## src/rtl/cpu_clk_ctrl.sv

```systemverilog
// cpu_clk_ctrl: derives the slow cpu clock and cpu reset from the board clock.
// Supports free-running RUN, HALT and single STEP, driven by debounced push-buttons.
module cpu_clk_ctrl #(
  parameter int unsigned HALF_PERIOD     = 131072,
  parameter int unsigned DEBOUNCE_CYCLES = 250000,
  parameter bit          START_RUN       = 1'b1
) (
  input  logic clk,
  input  logic rst,
  input  logic btn_run,
  input  logic btn_step,
  output logic cpu_clk,
  output logic cpu_rst,
  output logic tick,
  output logic running
);

  localparam int DIV_W = (HALF_PERIOD > 1) ? $clog2(HALF_PERIOD) : 1;
  localparam int DB_W  = (DEBOUNCE_CYCLES > 1) ? $clog2(DEBOUNCE_CYCLES) : 1;
  localparam logic [DIV_W-1:0] DIV_LAST = DIV_W'(HALF_PERIOD - 1);
  localparam logic [DB_W-1:0]  DB_LAST  = DB_W'(DEBOUNCE_CYCLES - 1);

  typedef enum logic [1:0] {
    ST_HALT = 2'd0,
    ST_RUN  = 2'd1,
    ST_STEP = 2'd2
  } state_t;

  localparam state_t RESET_STATE = START_RUN ? ST_RUN : ST_HALT;

  // Button conditioning: index 0 is the run button, index 1 is the step button.
  logic [1:0]      btn_raw;
  logic [1:0]      sync1;
  logic [1:0]      sync2;
  logic [1:0]      db_level;
  logic [1:0]      db_prev;
  logic [DB_W-1:0] db_cnt [0:1];
  logic            run_press;
  logic            step_press;

  // Core state and the values computed for the next clk edge.
  state_t           state, state_n;
  logic [DIV_W-1:0] div_cnt, div_n;
  logic             stop_req, stop_n;
  logic             clk_prev;
  logic             clk_n;
  logic             rst_n;
  logic             tick_n;
  logic             running_n;
  logic             terminal;
  logic             stopping;

  assign btn_raw    = {btn_step, btn_run};
  assign run_press  = db_level[0] & ~db_prev[0];
  assign step_press = db_level[1] & ~db_prev[1];
  assign terminal   = (div_cnt == DIV_LAST);

  // Synchronize both buttons and accept a new level only after it has held long enough.
  always_ff @(posedge clk) begin
    if (rst) begin
      sync1    <= '0;
      sync2    <= '0;
      db_level <= '0;
      db_prev  <= '0;
      for (int i = 0; i < 2; i++) begin
        db_cnt[i] <= '0;
      end
    end else begin
      sync1   <= btn_raw;
      sync2   <= sync1;
      db_prev <= db_level;
      for (int i = 0; i < 2; i++) begin
        if (sync2[i] == db_level[i]) begin
          db_cnt[i] <= '0;
        end else if (db_cnt[i] == DB_LAST) begin
          db_level[i] <= sync2[i];
          db_cnt[i]   <= '0;
        end else begin
          db_cnt[i] <= db_cnt[i] + 1'b1;
        end
      end
    end
  end

  // Next-state logic: mode transitions, the divider and the cpu clock/reset levels.
  always_comb begin
    state_n  = state;
    div_n    = div_cnt;
    clk_n    = cpu_clk;
    stop_n   = stop_req;
    stopping = stop_req | run_press;
    case (state)
      ST_HALT: begin
        clk_n  = 1'b0;
        div_n  = '0;
        stop_n = 1'b0;
        if (run_press) begin
          state_n = ST_RUN;
        end else if (step_press) begin
          state_n = ST_STEP;
          clk_n   = 1'b1;
        end
      end
      ST_RUN: begin
        div_n = terminal ? '0 : div_cnt + 1'b1;
        if (run_press && !cpu_clk) begin
          state_n = ST_HALT;
          clk_n   = 1'b0;
        end else if (terminal) begin
          clk_n = ~cpu_clk;
          if (cpu_clk && stopping) begin
            state_n = ST_HALT;
            stop_n  = 1'b0;
          end
        end else if (run_press) begin
          stop_n = 1'b1;
        end
      end
      ST_STEP: begin
        div_n = terminal ? '0 : div_cnt + 1'b1;
        if (terminal) begin
          if (cpu_clk) begin
            clk_n = 1'b0;
          end else begin
            state_n = ST_HALT;
          end
        end
      end
      default: begin
        state_n = ST_HALT;
        clk_n   = 1'b0;
        div_n   = '0;
        stop_n  = 1'b0;
      end
    endcase
    if (state_n != state) begin
      div_n = '0;
    end
    tick_n    = clk_n & ~cpu_clk;
    rst_n     = cpu_rst & ~(clk_prev & ~cpu_clk);
    running_n = (state_n == ST_RUN);
  end

  // State and output registers; reset overrides any mode including a step in progress.
  always_ff @(posedge clk) begin
    if (rst) begin
      state    <= RESET_STATE;
      div_cnt  <= '0;
      stop_req <= 1'b0;
      cpu_clk  <= 1'b0;
      clk_prev <= 1'b0;
      cpu_rst  <= 1'b1;
      tick     <= 1'b0;
      running  <= START_RUN;
    end else begin
      state    <= state_n;
      div_cnt  <= div_n;
      stop_req <= stop_n;
      cpu_clk  <= clk_n;
      clk_prev <= cpu_clk;
      cpu_rst  <= rst_n;
      tick     <= tick_n;
      running  <= running_n;
    end
  end

endmodule

```

## config.mk

```make
export PLATFORM = sky130hd
export DESIGN_NAME = cpu_clk_ctrl
export DESIGN_NICKNAME = d
export VERILOG_FILES = /design/src/rtl/cpu_clk_ctrl.sv
export SDC_FILE = /design/constraint.sdc
export NUM_CORES = 1
export LEC_CHECK = 0
export ABC_AREA = 1
export CAP_MARGIN = 15
export CELL_PAD_IN_SITES_DETAIL_PLACEMENT = 0
export CELL_PAD_IN_SITES_GLOBAL_PLACEMENT = 2
export CORE_ASPECT_RATIO = 0.9
export CORE_MARGIN = 2
export CORE_UTILIZATION = 27
export CTS_CLUSTER_SIZE = 8
export DETAILED_ROUTE_END_ITERATION = 10
export PLACE_DENSITY = 0.65
export SLEW_MARGIN = 20
export SYNTH_ARGS = -nofsm -noshare
export SYNTH_HDL_FRONTEND = slang
export SYNTH_SLANG_ARGS = --single-unit
```

## constraint.sdc

```tcl
create_clock -name clk -period 3.29 [get_ports clk]
set_input_delay 0.658 -clock clk [delete_from_list [all_inputs] [get_ports clk]]
set_output_delay 0.658 -clock clk [all_outputs]
set_load 0.005 [all_outputs]
```

[Word-level counts from Yosys, hierarchy flattened]
Memories as Yosys holds them, arrays and structs flattened.
Index checks and enable logic that the tools add are counted.
Word-level totals
  memory bits (read-only): 0
  bits of input ports: 4
  memories: 1
  flip-flop bits (word level): 33
  bits in latches: 0
  logic and storage cells: 107
  output and inout port bits: 4
  bits in writable memories: 36
Cells by class
  shift-type cells: 0
  bitwise operators: 20
  equal/unequal tests: 12
  div/mod/pow operators: 0
  $mul: 0
  $lt $le $gt $ge: 0
  reductions and logical operators: 9
  $add $sub $neg: 3
  multiplexer cells: 49
Memory list
  db_cnt: words 2, width 18, read ports 2, clocked after memory_dff 0, wr ports 2, RTL line 37  | logic [DB_W-1:0] db_cnt [0:1];
Operators by type and width (number)
  $mux 18: 6
  $add 18x1->18 const B: 2
  $eq 18x18->1 const B: 2
  $mux 1: 33
  $add 17x1->17 const B: 1
  $eq 17x17->1 const B: 1
  $mux 2: 7
  $not 1->1: 8
  $or 1x1->1: 7
  $ne 3x3->1 const B: 2
  $pmux 2 s3: 1
  $and 1x1->1: 5
  $eq 2x1->1 const B: 2
  $reduce_and 2->1: 2
  $reduce_and 4->1: 1
  $reduce_or 4->1: 1
  $pmux 1 s3: 1
  $eq 1x1->1: 2
  $eq 2x2->1 const B: 1
  $logic_and 1x1->1: 2
  $logic_not 2->1: 1
  $ne 2x2->1: 1
  $ne 2x2->1 const B: 1
  $pmux 1 s2: 1
  other kinds (2): 2

[Longest topological paths before layout]
  word-level depth: 10
  depth in mapped cells: 18
  mapped depth without buffers: 16

[Worst setup path before layout]
OpenSTA, ideal clock, no wires.
  path type: flip-flop to flip-flop
  from: reg div_cnt[0]
  to: reg div_cnt[7]
  required time: 3.173 ns
  buffers on the path: 2
  stages on the path, launching flop included: 17
  data arrival time: 2.151 ns
  clock period less this slack: 2.267 ns
  slack: 1.023 ns
  setup time: 0.117 ns
  path through: dfxtp_1 ha_1 and3_1 buf_2 nand3_1 nor4_1 ha_1 inv_1 o21ai_0 nand2_1 nand2_1 nand2_2 nand2_2 nand2_1 nand3_4 buf_6 nor2_2
On the way
  longest elaborated chain between the ends: 6
  elaborated cells between the ends (all ways): 8
  those cells by class: add/sub: 1; eq/ne: 2; mux: 4; reduce/logical: 1
RTL lines
  from (decl): RTL line 43  | logic [DIV_W-1:0] div_cnt, div_n;
  from (signal assigned): RTL line 157  | div_cnt <= div_n;
  $eq 17x17->1: RTL line 56  | assign terminal = (div_cnt == DIV_LAST);
  $mux 2: RTL line 109  | end else if (terminal) begin
  $mux 2: RTL line 106  | if (run_press && !cpu_clk) begin
  $pmux 2 s3: RTL line 92  | case (state)
  $ne 2x2->1: RTL line 136  | if (state_n != state) begin
  $reduce_or 4->1 (no line)
Parallel ways exist; a longest one is shown, timed or not.
A chain may end at the register's enable or synchronous reset.

[Worst setup path in the final report]
  from: reg div_cnt[0]
  to: reg div_cnt[2]
Same word-level chain as after synthesis.

==> impl_metrics.toml <==
[synthesis]
synthCells = 424
synth.distinct_cells = 37
netlist_area_um2 = 3610
synth_area_leaders = "edfxtp_1 (30%), dfxtp_1 (18%), nand2_1 (7.8%), inv_1 (5.6%), nor2_1 (5.3%)"
syn_avg_cell_area_um2 = 8.53
ys_warn_count = 0
synth_top_area_cell = "edfxtp_1"
ys_ff_latch = 69
seq_area_frac_synth_pct = 48.2
netlist.area_leader.share_pct = 29.9

[flow_run]
maxCapViolCount = 0

[timing]
layout_worst_path_cycle_share_pct = 74.8
fmax_ghz = 0.406
worst-slew-pin-transition_ns = 0.539
final_hold_viol_count = 0
period_needed_ns = 2.46
fin_tns_setup_ns = 0
skew_ns = 0.00560
slew_headroom_pct = 63.7
maxSlewViolCount = 0
finalSetupViolCount = 0
rsz0062_at_grt = "no"

[die]
die_h_um = 114
design.die.area_um2 = 14300
io_pins = 8
start_util_pct = 27.4
rows = 40
fp.coreArea_um2 = 13200
die_w_um = 126

[cells_and_area]
layout_common_cells = "nand2_1 (75), inv_1 (54), nor2_1 (51)"
stdcell_count = 645
final_util_pct = 32.5
fin_nets = 485
drive_gt1_share_pct = 12.6
layout_commonest_cell = "nand2_1"
final_area_um2 = 4300
areaGrowthSynthToFinish_pct = 18.9
antenna_cells = 0

[route]
drtPass1Iterations = 4
viasPerCell = 4.23
ant_nets = 0
drc = 0
wire_per_inst_um = 10.7
vias = 2726
totalWireLength_um = 6930
drt_iter0_markers = 140

[setup_path]
startpoint = "div_cnt[0]"
ff2ff_path_depth = 14
rrSetupSlack_ns = 0.83
critPathCaptureType = "flip-flop"
critical_path_arrival_ns = 2.68
crit_type = "flip-flop to flip-flop"
critPathLaunchType = "flip-flop"
critPathMaxFanout = 17
rr_startpoint = "div_cnt[0]"
required_ns = 3.51
rr_endpoint = "div_cnt[2]"

[placement]
placed_area_um2 = 3990
port_buffers = 7
dp_hpwl_um = 5090
dp_cells = 629
place_congestion = 0.819

[clock_network]
cts_hold_buf = 0
cts_tree = "done"
ctsHtreeMaxLevel = 3
path_clk_slew_ns = 0.06
cts-root-buf = "clkbuf_16"
cts_setup_buffers = 0
cts_resized = 0
insertion_delay_ns = 0.34
clock-sinks = 69
clockBufferDepth = 2
cts_buffers = 9

[pwr]
power.leakage_nw = 1.65
ir_worst_vdd_uv = 267
power_density_nw_per_um2 = 479

[worst_hold_path]
whs_endpoint = "sync2[0]"
whs_path_depth = 2
hp-start = "sync1[0]"
hp-class = "flip-flop to flip-flop"

[global_route]
overflow = 0
grt_usage_pct = 10.9
antenna_found_initial = 0
grt_pass1_wl_um = 12100
grt_pass1_vias = 2562
grt_max_degree = 18

[status]
run_status = "complete, no violations"
==> worst max-delay path by stage <==
stage	end	slack, ns	cells past startpoint
floorplan	div_cnt[7]	1.02	16
global placement	div_cnt[3]	0.85	14
detailed placement	div_cnt[2]	0.80	14
CTS	div_cnt[2]	0.78	13
global route	div_cnt[2]	0.47	13
finish	div_cnt[2]	0.83	14
==> synthesized netlist by cell type (all sizes together) <==
cell type  instances
a21oi             24
a31oi              2
a41oi              1
and3               1
buf                4
clkbuf             2
conb               1
dfxtp             33
edfxtp            36
ha                 9
inv               56
nand2             83
nand3             26
nand3b             4
nand4             11
nor2              71
nor3              17
nor3b              1
nor4               7
o211ai             1
o21ai              9
or2                7
xnor2              6
xor2              12
==> worst max-delay path: stages, from the launching register on <==
cell     delay (ns)
dfxtp_1        0.37
ha_1           0.19
and3_1         0.26
nand3_1        0.14
nor4_1         0.20
ha_1           0.22
inv_1          0.07
o21ai_0        0.21
nand2_1        0.08
nand2_1        0.07
nand2_2        0.06
nand2_2        0.07
nand2_1        0.08
nand3_4        0.25
nor2_1         0.07
==> logic make-up (layout without fill, tap and decap cells) <==
kind of cell / after synthesis / after routing / synth area share [%]
adders and majority gates: 9 / 9 / 3.12
and+or+nand+nor: 228 / 228 / 31.8
buffers and inverters: 62 / 80 / 6.99
xor gates and xnor gates: 18 / 18 / 4.36
DFF: 69 / 69 / 48.2
other: 1 / 36 / 0.104
AOI/OAI and AO/OA: 37 / 37 / 5.47
==> flip-flops by register name, summed over array words and instances, names as in the netlist <==
name,count
db_prev,2
cpu_rst,1
running,1
cpu_clk,1
sync1,2
clk_prev,1
state,2
div_cnt,17
db_cnt,36
db_level,2
tick,1
sync2,2
stop_req,1
==> per-layer routing <==
metal	vias to the layer above	global-route usage [%]	share of wire (%)
met4	0	4.47	1.9
met5	-	0	0
li1	1456	-	-
met1	1228	14.4	52
met3	10	4.83	3.9
met2	32	15.6	43
==> where the power goes <==
group,switching [mW],internal [mW]
Clock,0.375,0.598
Sequential,0.0326,0.937
Combinational,0.0759,0.0384
==> layout make-up <==
| cell class | instances | area (µm²) |
|---|---|---|
| clock inverters | 4 | 27.5 |
| well taps | 168 | 210 |
| multi-input cells | 328 | 1750 |
| clock buffers | 12 | 278 |
| fillers | 1436 | 8920 |
| flip-flops and latches | 69 | 1740 |
| inverters | 56 | 210 |
| repair buffers | 8 | 77.6 |
==> metrics by stage <==
stage / total power, mW / hold slack [ns] / setup WS (ns)
detailed placement: 1.11 / 0.399 / 0.803
global route: 2.17 / 0.431 / 0.469
CTS: 2.11 / 0.412 / 0.776
global placement: 1.10 / 0.400 / 0.847
floorplan: 1.07 / 0.388 / 1.02
finish: 2.06 / 0.408 / 0.828
No activity file was read; power rests on OpenSTA's default activity.
